===== src/rtl/bloonpop_pkg.sv =====
// Shared constants and slot record for the bloon-pop effect controller.
package bloonpop_pkg;

    localparam int unsigned COORD_W  = 10;
    localparam int unsigned FRAME_W  = 8;
    localparam int unsigned CNT_W    = 4;
    localparam int unsigned SPRITE_W = 32;
    localparam int unsigned SPRITE_H = 32;
    localparam int unsigned SCREEN_W = 640;
    localparam int unsigned SCREEN_H = 480;

    typedef logic [COORD_W-1:0] coord_t;

    typedef struct packed {
        logic               active;
        coord_t             x;
        coord_t             y;
        logic [FRAME_W-1:0] frames_left;
    } pop_slot_t;

endpackage


===== src/rtl/bloonpop_if.sv =====
// Game-logic / scan-side signal bundle of the bloon-pop controller.
interface bloonpop_if;
    import bloonpop_pkg::*;

    logic              frame_tick;
    coord_t            DrawX;
    coord_t            DrawY;
    logic              pop_req;
    coord_t            pop_x;
    coord_t            pop_y;
    coord_t            RelativeXP;
    coord_t            RelativeYP;
    logic              pop_hit;
    logic              pop_hit_rgb;
    logic              pop_drop;
    logic [CNT_W-1:0]  active_cnt;

    modport master (
        output frame_tick, DrawX, DrawY, pop_req, pop_x, pop_y,
        input  RelativeXP, RelativeYP, pop_hit, pop_hit_rgb, pop_drop, active_cnt
    );

    modport slave (
        input  frame_tick, DrawX, DrawY, pop_req, pop_x, pop_y,
        output RelativeXP, RelativeYP, pop_hit, pop_hit_rgb, pop_drop, active_cnt
    );

endinterface


===== src/rtl/bloonpop_slot.sv =====
// One pop effect: position/lifetime registers, frame countdown and pixel hit test.
module bloonpop_slot
    import bloonpop_pkg::*;
#(
    parameter int unsigned DURATION = 8
) (
    input  logic   clk,
    input  logic   rst,
    input  logic   load,
    input  logic   tick,
    input  coord_t ld_x,
    input  coord_t ld_y,
    input  coord_t draw_x,
    input  coord_t draw_y,
    output logic   active,
    output logic   active_nxt_c,
    output logic   hit_c,
    output coord_t relx_c,
    output coord_t rely_c
);

    pop_slot_t st;
    pop_slot_t st_nxt;
    coord_t    dx;
    coord_t    dy;
    logic      in_x;
    logic      in_y;

    // Load only ever targets an idle slot, so it never competes with a countdown.
    always_comb begin
        st_nxt = st;
        if (load) begin
            st_nxt.active      = 1'b1;
            st_nxt.x           = ld_x;
            st_nxt.y           = ld_y;
            st_nxt.frames_left = FRAME_W'(DURATION);
        end else if (tick && st.active) begin
            st_nxt.frames_left = st.frames_left - FRAME_W'(1);
            if (st.frames_left == FRAME_W'(1)) begin
                st_nxt.active = 1'b0;
            end
        end
    end

    always_ff @(posedge clk) begin
        if (rst) begin
            st <= '0;
        end else begin
            st <= st_nxt;
        end
    end

    // Offsets are only meaningful once draw >= origin, so modular subtraction is safe.
    assign dx     = draw_x - st.x;
    assign dy     = draw_y - st.y;
    assign in_x   = (draw_x >= st.x) && (dx < COORD_W'(SPRITE_W));
    assign in_y   = (draw_y >= st.y) && (dy < COORD_W'(SPRITE_H));
    assign hit_c  = st.active && in_x && in_y;
    assign relx_c = hit_c ? dx : '0;
    assign rely_c = hit_c ? dy : '0;

    assign active       = st.active;
    assign active_nxt_c = st_nxt.active;

endmodule


===== src/rtl/bloonpop_ctrl.sv =====
// Bloon-pop effect controller: slot allocation, per-pixel effect select and RGB-aligned hit flag.
module bloonpop_ctrl
    import bloonpop_pkg::*;
#(
    parameter int unsigned NUM_SLOTS = 4,
    parameter int unsigned DURATION  = 8,
    parameter int unsigned ALIGN_LAT = 2
) (
    input  logic       vga_clk,
    input  logic       Reset,
    bloonpop_if.slave  bus
);

    logic [NUM_SLOTS-1:0] active;
    logic [NUM_SLOTS-1:0] active_nxt;
    logic [NUM_SLOTS-1:0] load;
    logic [NUM_SLOTS-1:0] hit;
    coord_t               relx [NUM_SLOTS];
    coord_t               rely [NUM_SLOTS];

    logic                 any_free;
    logic                 hit_any;
    coord_t               win_x;
    coord_t               win_y;
    logic [CNT_W-1:0]     cnt_nxt;

    coord_t               rel_x_q;
    coord_t               rel_y_q;
    logic                 hit_q;
    logic                 drop_q;
    logic [CNT_W-1:0]     cnt_q;
    logic [ALIGN_LAT-1:0] pipe_q;

    for (genvar i = 0; i < int'(NUM_SLOTS); i++) begin : g_slot
        bloonpop_slot #(
            .DURATION (DURATION)
        ) u_slot (
            .clk          (vga_clk),
            .rst          (Reset),
            .load         (load[i]),
            .tick         (bus.frame_tick),
            .ld_x         (bus.pop_x),
            .ld_y         (bus.pop_y),
            .draw_x       (bus.DrawX),
            .draw_y       (bus.DrawY),
            .active       (active[i]),
            .active_nxt_c (active_nxt[i]),
            .hit_c        (hit[i]),
            .relx_c       (relx[i]),
            .rely_c       (rely[i])
        );
    end

    // Lowest-index idle slot takes the request; a slot expiring this cycle still counts as busy.
    always_comb begin
        load     = '0;
        any_free = 1'b0;
        for (int i = 0; i < int'(NUM_SLOTS); i++) begin
            if (!active[i] && !any_free) begin
                any_free = 1'b1;
                load[i]  = bus.pop_req && !Reset;
            end
        end
    end

    // Descending scan so the lowest-index hitting slot is the last writer.
    always_comb begin
        hit_any = 1'b0;
        win_x   = '0;
        win_y   = '0;
        for (int i = int'(NUM_SLOTS) - 1; i >= 0; i--) begin
            if (hit[i]) begin
                hit_any = 1'b1;
                win_x   = relx[i];
                win_y   = rely[i];
            end
        end
    end

    always_comb begin
        cnt_nxt = '0;
        for (int i = 0; i < int'(NUM_SLOTS); i++) begin
            cnt_nxt = cnt_nxt + CNT_W'(active_nxt[i]);
        end
    end

    always_ff @(posedge vga_clk) begin
        if (Reset) begin
            rel_x_q <= '0;
            rel_y_q <= '0;
            hit_q   <= 1'b0;
            drop_q  <= 1'b0;
            cnt_q   <= '0;
            pipe_q  <= '0;
        end else begin
            rel_x_q   <= win_x;
            rel_y_q   <= win_y;
            hit_q     <= hit_any;
            drop_q    <= bus.pop_req && !any_free;
            cnt_q     <= cnt_nxt;
            pipe_q[0] <= hit_q;
            for (int i = 1; i < int'(ALIGN_LAT); i++) begin
                pipe_q[i] <= pipe_q[i-1];
            end
        end
    end

    assign bus.RelativeXP  = rel_x_q;
    assign bus.RelativeYP  = rel_y_q;
    assign bus.pop_hit     = hit_q;
    assign bus.pop_hit_rgb = pipe_q[ALIGN_LAT-1];
    assign bus.pop_drop    = drop_q;
    assign bus.active_cnt  = cnt_q;

endmodule


===== src/flat_wrapper.sv =====
// flat-port wrapper written by rule: the top's interface ports become plain ports
module bloonpop_ctrl_flat import bloonpop_pkg::*;
#(
    parameter int unsigned NUM_SLOTS = 4,
    parameter int unsigned DURATION  = 8,
    parameter int unsigned ALIGN_LAT = 2
)
  (vga_clk, Reset, bus_frame_tick, bus_DrawX, bus_DrawY, bus_pop_req, bus_pop_x, bus_pop_y, bus_RelativeXP, bus_RelativeYP, bus_pop_hit, bus_pop_hit_rgb, bus_pop_drop, bus_active_cnt);
  bloonpop_if bus_i ();
  input  logic vga_clk;
  input  logic Reset;
  input wire logic [$bits(bus_i.frame_tick)-1:0] bus_frame_tick;
  input wire logic [$bits(bus_i.DrawX)-1:0] bus_DrawX;
  input wire logic [$bits(bus_i.DrawY)-1:0] bus_DrawY;
  input wire logic [$bits(bus_i.pop_req)-1:0] bus_pop_req;
  input wire logic [$bits(bus_i.pop_x)-1:0] bus_pop_x;
  input wire logic [$bits(bus_i.pop_y)-1:0] bus_pop_y;
  output wire logic [$bits(bus_i.RelativeXP)-1:0] bus_RelativeXP;
  output wire logic [$bits(bus_i.RelativeYP)-1:0] bus_RelativeYP;
  output wire logic [$bits(bus_i.pop_hit)-1:0] bus_pop_hit;
  output wire logic [$bits(bus_i.pop_hit_rgb)-1:0] bus_pop_hit_rgb;
  output wire logic [$bits(bus_i.pop_drop)-1:0] bus_pop_drop;
  output wire logic [$bits(bus_i.active_cnt)-1:0] bus_active_cnt;
  assign bus_i.frame_tick = bus_frame_tick;
  assign bus_i.DrawX = bus_DrawX;
  assign bus_i.DrawY = bus_DrawY;
  assign bus_i.pop_req = bus_pop_req;
  assign bus_i.pop_x = bus_pop_x;
  assign bus_i.pop_y = bus_pop_y;
  assign bus_RelativeXP = bus_i.RelativeXP;
  assign bus_RelativeYP = bus_i.RelativeYP;
  assign bus_pop_hit = bus_i.pop_hit;
  assign bus_pop_hit_rgb = bus_i.pop_hit_rgb;
  assign bus_pop_drop = bus_i.pop_drop;
  assign bus_active_cnt = bus_i.active_cnt;
  bloonpop_ctrl #(.NUM_SLOTS(NUM_SLOTS), .DURATION(DURATION), .ALIGN_LAT(ALIGN_LAT)) u_core (.vga_clk(vga_clk), .Reset(Reset), .bus(bus_i));
endmodule

===== config.mk =====
export PLATFORM = sky130hd
export DESIGN_NAME = bloonpop_ctrl_flat
export DESIGN_NICKNAME = d
export VERILOG_FILES = /design/src/rtl/bloonpop_pkg.sv /design/src/rtl/bloonpop_if.sv /design/src/rtl/bloonpop_slot.sv /design/src/rtl/bloonpop_ctrl.sv /design/src/flat_wrapper.sv
export SDC_FILE = /design/constraint.sdc
export NUM_CORES = 1
export LEC_CHECK = 0
export CORE_ASPECT_RATIO = 0.8
export CORE_MARGIN = 1.5
export CORE_UTILIZATION = 36
export CTS_BUF_LIST = sky130_fd_sc_hd__clkbuf_2 sky130_fd_sc_hd__clkbuf_4 sky130_fd_sc_hd__clkbuf_8
export DETAILED_ROUTE_END_ITERATION = 8
export GPL_ROUTABILITY_DRIVEN = 0
export GPL_TIMING_DRIVEN = 1
export MAX_ROUTING_LAYER = met4
export SYNTH_ARGS = -nofsm -noshare
export SYNTH_HDL_FRONTEND = slang
export SYNTH_SLANG_ARGS = --single-unit

===== constraint.sdc =====
create_clock -name vga_clk -period 4.1 [get_ports vga_clk]
set_input_delay 0.615 -clock vga_clk [delete_from_list [all_inputs] [get_ports vga_clk]]
set_output_delay 0.615 -clock vga_clk [all_outputs]
set_load 0.01 [all_outputs]

======== After elaboration in Yosys (flattened, before gate mapping) ========
Index checks and enable logic that the tools add are counted.
operators by class
  add/sub/neg operators ................... 15
  order comparisons ....................... 16
  equality and inequality tests ........... 4
  mux-type cells .......................... 40
  reduce and logical (&&, ||, !) cells .... 40
operators by type and width
  kind                   number
  $ge A10 B10 Y1         8
  $lt A10 B6 Y1 const B  8
  $mux W10               8
  $sub A10 B10 Y10       8
  $eq A8 B1 Y1 const B   4
  $mux W4                8
  $sub A8 B1 Y8 const B  4
  $logic_and A1 B1 Y1    25
  $mux W1                24
  $add A4 B1 Y4          2
  $reduce_bool A2 Y1     4
  $reduce_or A2 Y1       4
  $logic_not A1 Y1       7
  $add A1 B1 Y2          1
storage, ports and cells
  register bits after elaboration ......... 144
  bits of input ports ..................... 44
  word-level logic and storage cells ...... 141

======== Longest topological paths before layout ========
  depth in word-level cells ............... 11
  mapped depth ............................ 13
  mapped depth without buffers ............ 13

======== By module ========
Synthesis repeated with hierarchy kept, for this count alone.
second synthesis, totals
  cell total of the unflattened synthesis .. 1320
  area total of the unflattened synthesis .. 11240.8 sq um
by module, submodules not included
  module                                        instances  cells each  area an instance (sq um)  seq. area each (sq um)
  bloonpop_slot at u_core.g_slot[1].u_slot ...  2          293         2459.9                    580.6
  bloonpop_slot at u_core.g_slot[0].u_slot      1          300         2416.1                    580.6
  bloonpop_slot at u_core.g_slot[3].u_slot      1          283         2314.7                    580.6
  bloonpop_ctrl                                 1          151         1590.3                    540.5

======== Worst setup path after synthesis ========
No wires, ideal clock.
  path type ............................... input port to flip-flop
  from .................................... input bus_DrawX[0]
  to ...................................... register u_core.rel_y_q[4], in the netlist u_core.bus.RelativeYP[4]
  arrival time ............................ 3.264 ns
  data required time ...................... 4.012 ns
  path slack .............................. 0.747 ns
  stages .................................. 13
  buffers on the path ..................... 0
  cells stage by stage .................... inv_1 ha_1 inv_1 fa_1 a211oi_2 o21ai_2 a311o_1 a211oi_2 nand4_1 a2111oi_4 o2111ai_1 o311a_1 o32ai_2
on the way
  cells in the longest elaborated chain, start to end .. 9
  elaborated cells between the ends (all ways) .. 28
ends and longest elaborated chain
  item                              line                 source
  start: declaration                flat_wrapper.sv:13   input wire logic [$bits(bus_i.DrawX)-1:0] bus_DrawX;
  $sub A10 B10 Y10                  bloonpop_slot.sv:54  assign dx = draw_x - st.x;
  $lt A10 B6 Y1                     bloonpop_slot.sv:56  assign in_x = (draw_x >= st.x) && (dx < COORD_W'(SPRITE_W));
  $logic_and A1 B1 Y1               bloonpop_slot.sv:56
  $logic_and A1 B1 Y1 (2 in a row)  bloonpop_slot.sv:58  assign hit_c = st.active && in_x && in_y;
  $mux W10 (3 in a row)             bloonpop_ctrl.sv:72  if (hit[i]) begin
  $mux W10 *                        bloonpop_ctrl.sv:72
  end signal: assignment            bloonpop_ctrl.sv:97  rel_y_q <= win_y;
  end: declaration                  bloonpop_ctrl.sv:28  coord_t rel_y_q;
Mark *: on every way between the ends. The rest lies on a longest branch, timed or not.
A chain may end at the register's enable or synchronous reset.

======== Final worst setup path ========
  from .................................... input bus_DrawX[0]
  to ...................................... register u_core.rel_y_q[1], in the netlist u_core.bus.RelativeYP[1]
Same word-level chain as after synthesis.

==> flow_metrics.py <==
metrics = {
    "layout": {
        "n_fill_cell": 2557,
        "num-nets-final": 1421,
        "antenna_cells": 0,
        "area_delta_synth_final_pct": 18.6,
        "drive_above_1_share": 0.0806,
        "finalNonFillerCells": 1615,
        "fin_area_sq_um": 11000,
        "fin_util": 0.434,
    },
    "floorplanning": {
        "rows": 52,
        "die_x_um": 182,
        "core-area_sq_um": 25300,
        "dieArea_sq_um": 26700,
        "initial_core_util": 0.366,
        "die-height_um": 146,
        "ios": 71,
    },
    "timing": {
        "rsz0062_at_grt": "false",
        "worst_pin_slew_ns": 0.784,
        "hold_violations": 0,
        "skew_ns": 0.0189,
        "holdWs_ns": 0.448,
        "setup_tns_ns": 0,
        "slew_viol_final": 0,
        "min_period_ns": 3.62,
        "slew-limit-headroom": 0.477,
        "fmax_mhz": 276,
        "fin_ws_ns": 0.476,
        "post-route-period-util": 0.884,
        "setup_violations": 0,
    },
    "synthesis": {
        "yosys-top-cells-area": "dfxtp_1 31%, ha_1 12%, nand2_1 7.7%",
        "ys.flop_type": "dfxtp_1",
        "ys_types": 76,
        "synthXorXnorAreaFrac": 0.0407,
        "syn_inst": 1177,
        "synth-compound-area-share": 0.224,
        "yosys.area_share.simple": 0.216,
        "synth_edf_count": 0,
        "syn_area_per_cell_sq_um": 7.87,
        "syn_area_sq_um": 9260,
        "yosysTopAreaCellShare": 0.309,
        "post-synth-top-count-cell": "nand2_1",
        "synth_top_area_cell": "dfxtp_1",
        "synth_async_sr_flop_share": 0,
        "yosys-mux-area-fraction": 0.00892,
        "synth_top_family_by_area": "compound AO/OA/AOI/OAI gates",
        "ys_seq_area_frac": 0.309,
        "yosysWarnings": 0,
        "yosys-top-cells-count": "191 x nand2_1, 143 x dfxtp_1, 106 x inv_1",
        "yosys.area_share.adder": 0.141,
        "synth-seq-cells": 143,
    },
    "clocking": {
        "h-tree-depth": 4,
        "cts_hold_buf": 0,
        "cts-root-buf": "clkbuf_8",
        "insertion_delay_ns": 0.48,
        "cts_setup_buffers": 0,
        "clock-sinks": 143,
        "clkTransAtPathRegs_ns": 0.08,
        "clock_path_buffers": 2,
        "ctsResizeCount": 0,
        "cts_tree": "yes",
        "numCtsBuffers": 17,
    },
    "global_route": {
        "grt_max_degree": 65,
        "first_global_vias": 8079,
        "track_usage": 0.221,
        "grt-ovfl-total": 0,
        "met2_usage": 0.316,
        "antenna_found_initial": 0,
        "met1_usage": 0.316,
        "top_usage_layer": "met2",
        "grt_pass1_wl_um": 44500,
        "use_met3": 0.0439,
    },
    "pwr": {
        "power.share.clock": 0.354,
        "intPower_mw": 2.24,
        "p_sw_mw": 1.04,
        "power_frac_seq": 0.439,
        "pwr-share-comb": 0.207,
        "leakage_nw": 4.11,
        "p_total_mw": 3.28,
        "ir_drop_mv": 0.188,
        "power.density_nw_per_um2": 299,
        "swShare": 0.316,
    },
    "setup_path": {
        "crit_slowest_cell": "fa_1",
        "arrival_ns": 4.04,
        "path_cells": "clkdlybuf4s50_1 > inv_1 > ha_1 > inv_1 > fa_1 > a211oi_2 > o21ai_2 > a311o_1 > a211oi_2 > nand4_1 > a2111oi_4 > buf_4 > nand2_2 > o31ai_1 > o211a_1",
        "crit_path_max_incr_delay_ns": 0.44,
        "critPathKind": "primary input to register",
        "crit_buf_inv": 4,
        "critPathCaptureType": "register",
        "critPathTopFamily": "compound AO/OA/AOI/OAI gates",
        "cp_max_fo": 5,
        "crit_required_ns": 4.51,
        "start_kind": "primary input",
    },
    "run_status": {
        "status": "finished, final reports clean",
    },
    "min_path": {
        "holdCritPathClass": "register to register",
    },
    "place": {
        "placed_area_sq_um": 10600,
        "post-place-ws_ns": 0.0430,
        "hpwl_um": 21200,
        "io_buffers": 69,
        "place_inst": 1583,
    },
    "routing": {
        "drc": 0,
        "via_per_inst": 5.39,
        "drt-initial-drc-count": 745,
        "wl_per_cell_um": 17.2,
        "firstDrtPassIters": 5,
        "ant_nets": 0,
        "wl_um": 27800,
        "via_count": 8705,
    },
    "flow_run": {
        "max-cap-violations": 0,
    },
}
## area by class of cell
type	instances	area [sq um]	area share
multi-input combinational	897	5890	0.536
timing repair buffer	113	1030	0.0939
clock inverter	12	124	0.0113
clock buffer	20	269	0.0245
sequential	143	2860	0.261
inverter	106	398	0.0362
tap	324	405	0.0369
## power by group through the flow
stage	registers [mW]	clock network (mW)	logic, mW
2_1_floorplan	1.47	0	0.419
3_3_place_gp	1.47	0	0.659
3_5_place_dp	1.47	0	0.665
4_1_cts	1.44	1.20	0.669
5_1_grt	1.44	1.25	0.748
6_report	1.44	1.16	0.679
## flip-flops by register name (all words and copies together), names as in the netlist
name / cells
u_core.bus.RelativeXP: 10
u_core.bus.RelativeYP: 10
u_core.bus.active_cnt: 3
u_core.bus.pop_drop: 1
u_core.bus.pop_hit: 1
u_core.g_slot.u_slot.active: 4
u_core.g_slot.u_slot.st: 112
u_core.pipe_q: 2
## per-layer routing
metal,vias to the layer above,routed length (um)
met4,0,447
met5,-,0
met2,296,11500
met1,4056,14000
met3,29,1820
li1,4324,-
## cells in the final DEF, fill, tap and decap left out, types with 13 or more instances in the layout
master	instances
nand2_1	191
dfxtp_1	143
inv_1	106
a21oi_1	103
ha_1	90
nor2_1	76
clkdlybuf4s50_1	68
o21ai_0	45
buf_4	44
nor3_1	32
o31ai_1	32
xnor2_1	28
nor2b_1	24
clkbuf_8	19
nand2b_1	16
xor2_1	15
nor4_1	14
nand3_1	14
o21a_1	13
## path summary, 6_finish.rpt
check	startpoint	endpoint	slack, ns	depth (start not counted)
setup / recovery	bus_DrawX[0]	u_core.bus.RelativeYP[1]	0.48	15
hold / removal	u_core.pipe_q[0]	u_core.pipe_q[1]	0.45	1
setup reg to reg	u_core.g_slot[3].u_slot.st[18]	u_core.bus.RelativeYP[1]	0.83	13
hold reg to reg	u_core.pipe_q[0]	u_core.pipe_q[1]	0.45	1
## cell families after synthesis
family                     after synthesis
and+or+nand+nor                        427
buffers and inverters                  147
other                                    1
adders and majority gates               99
DFF                                    143
xor gates and xnor gates                43
muxes                                    8
AOI/OAI and AO/OA                      309
(Power assumes the default switching activity.)
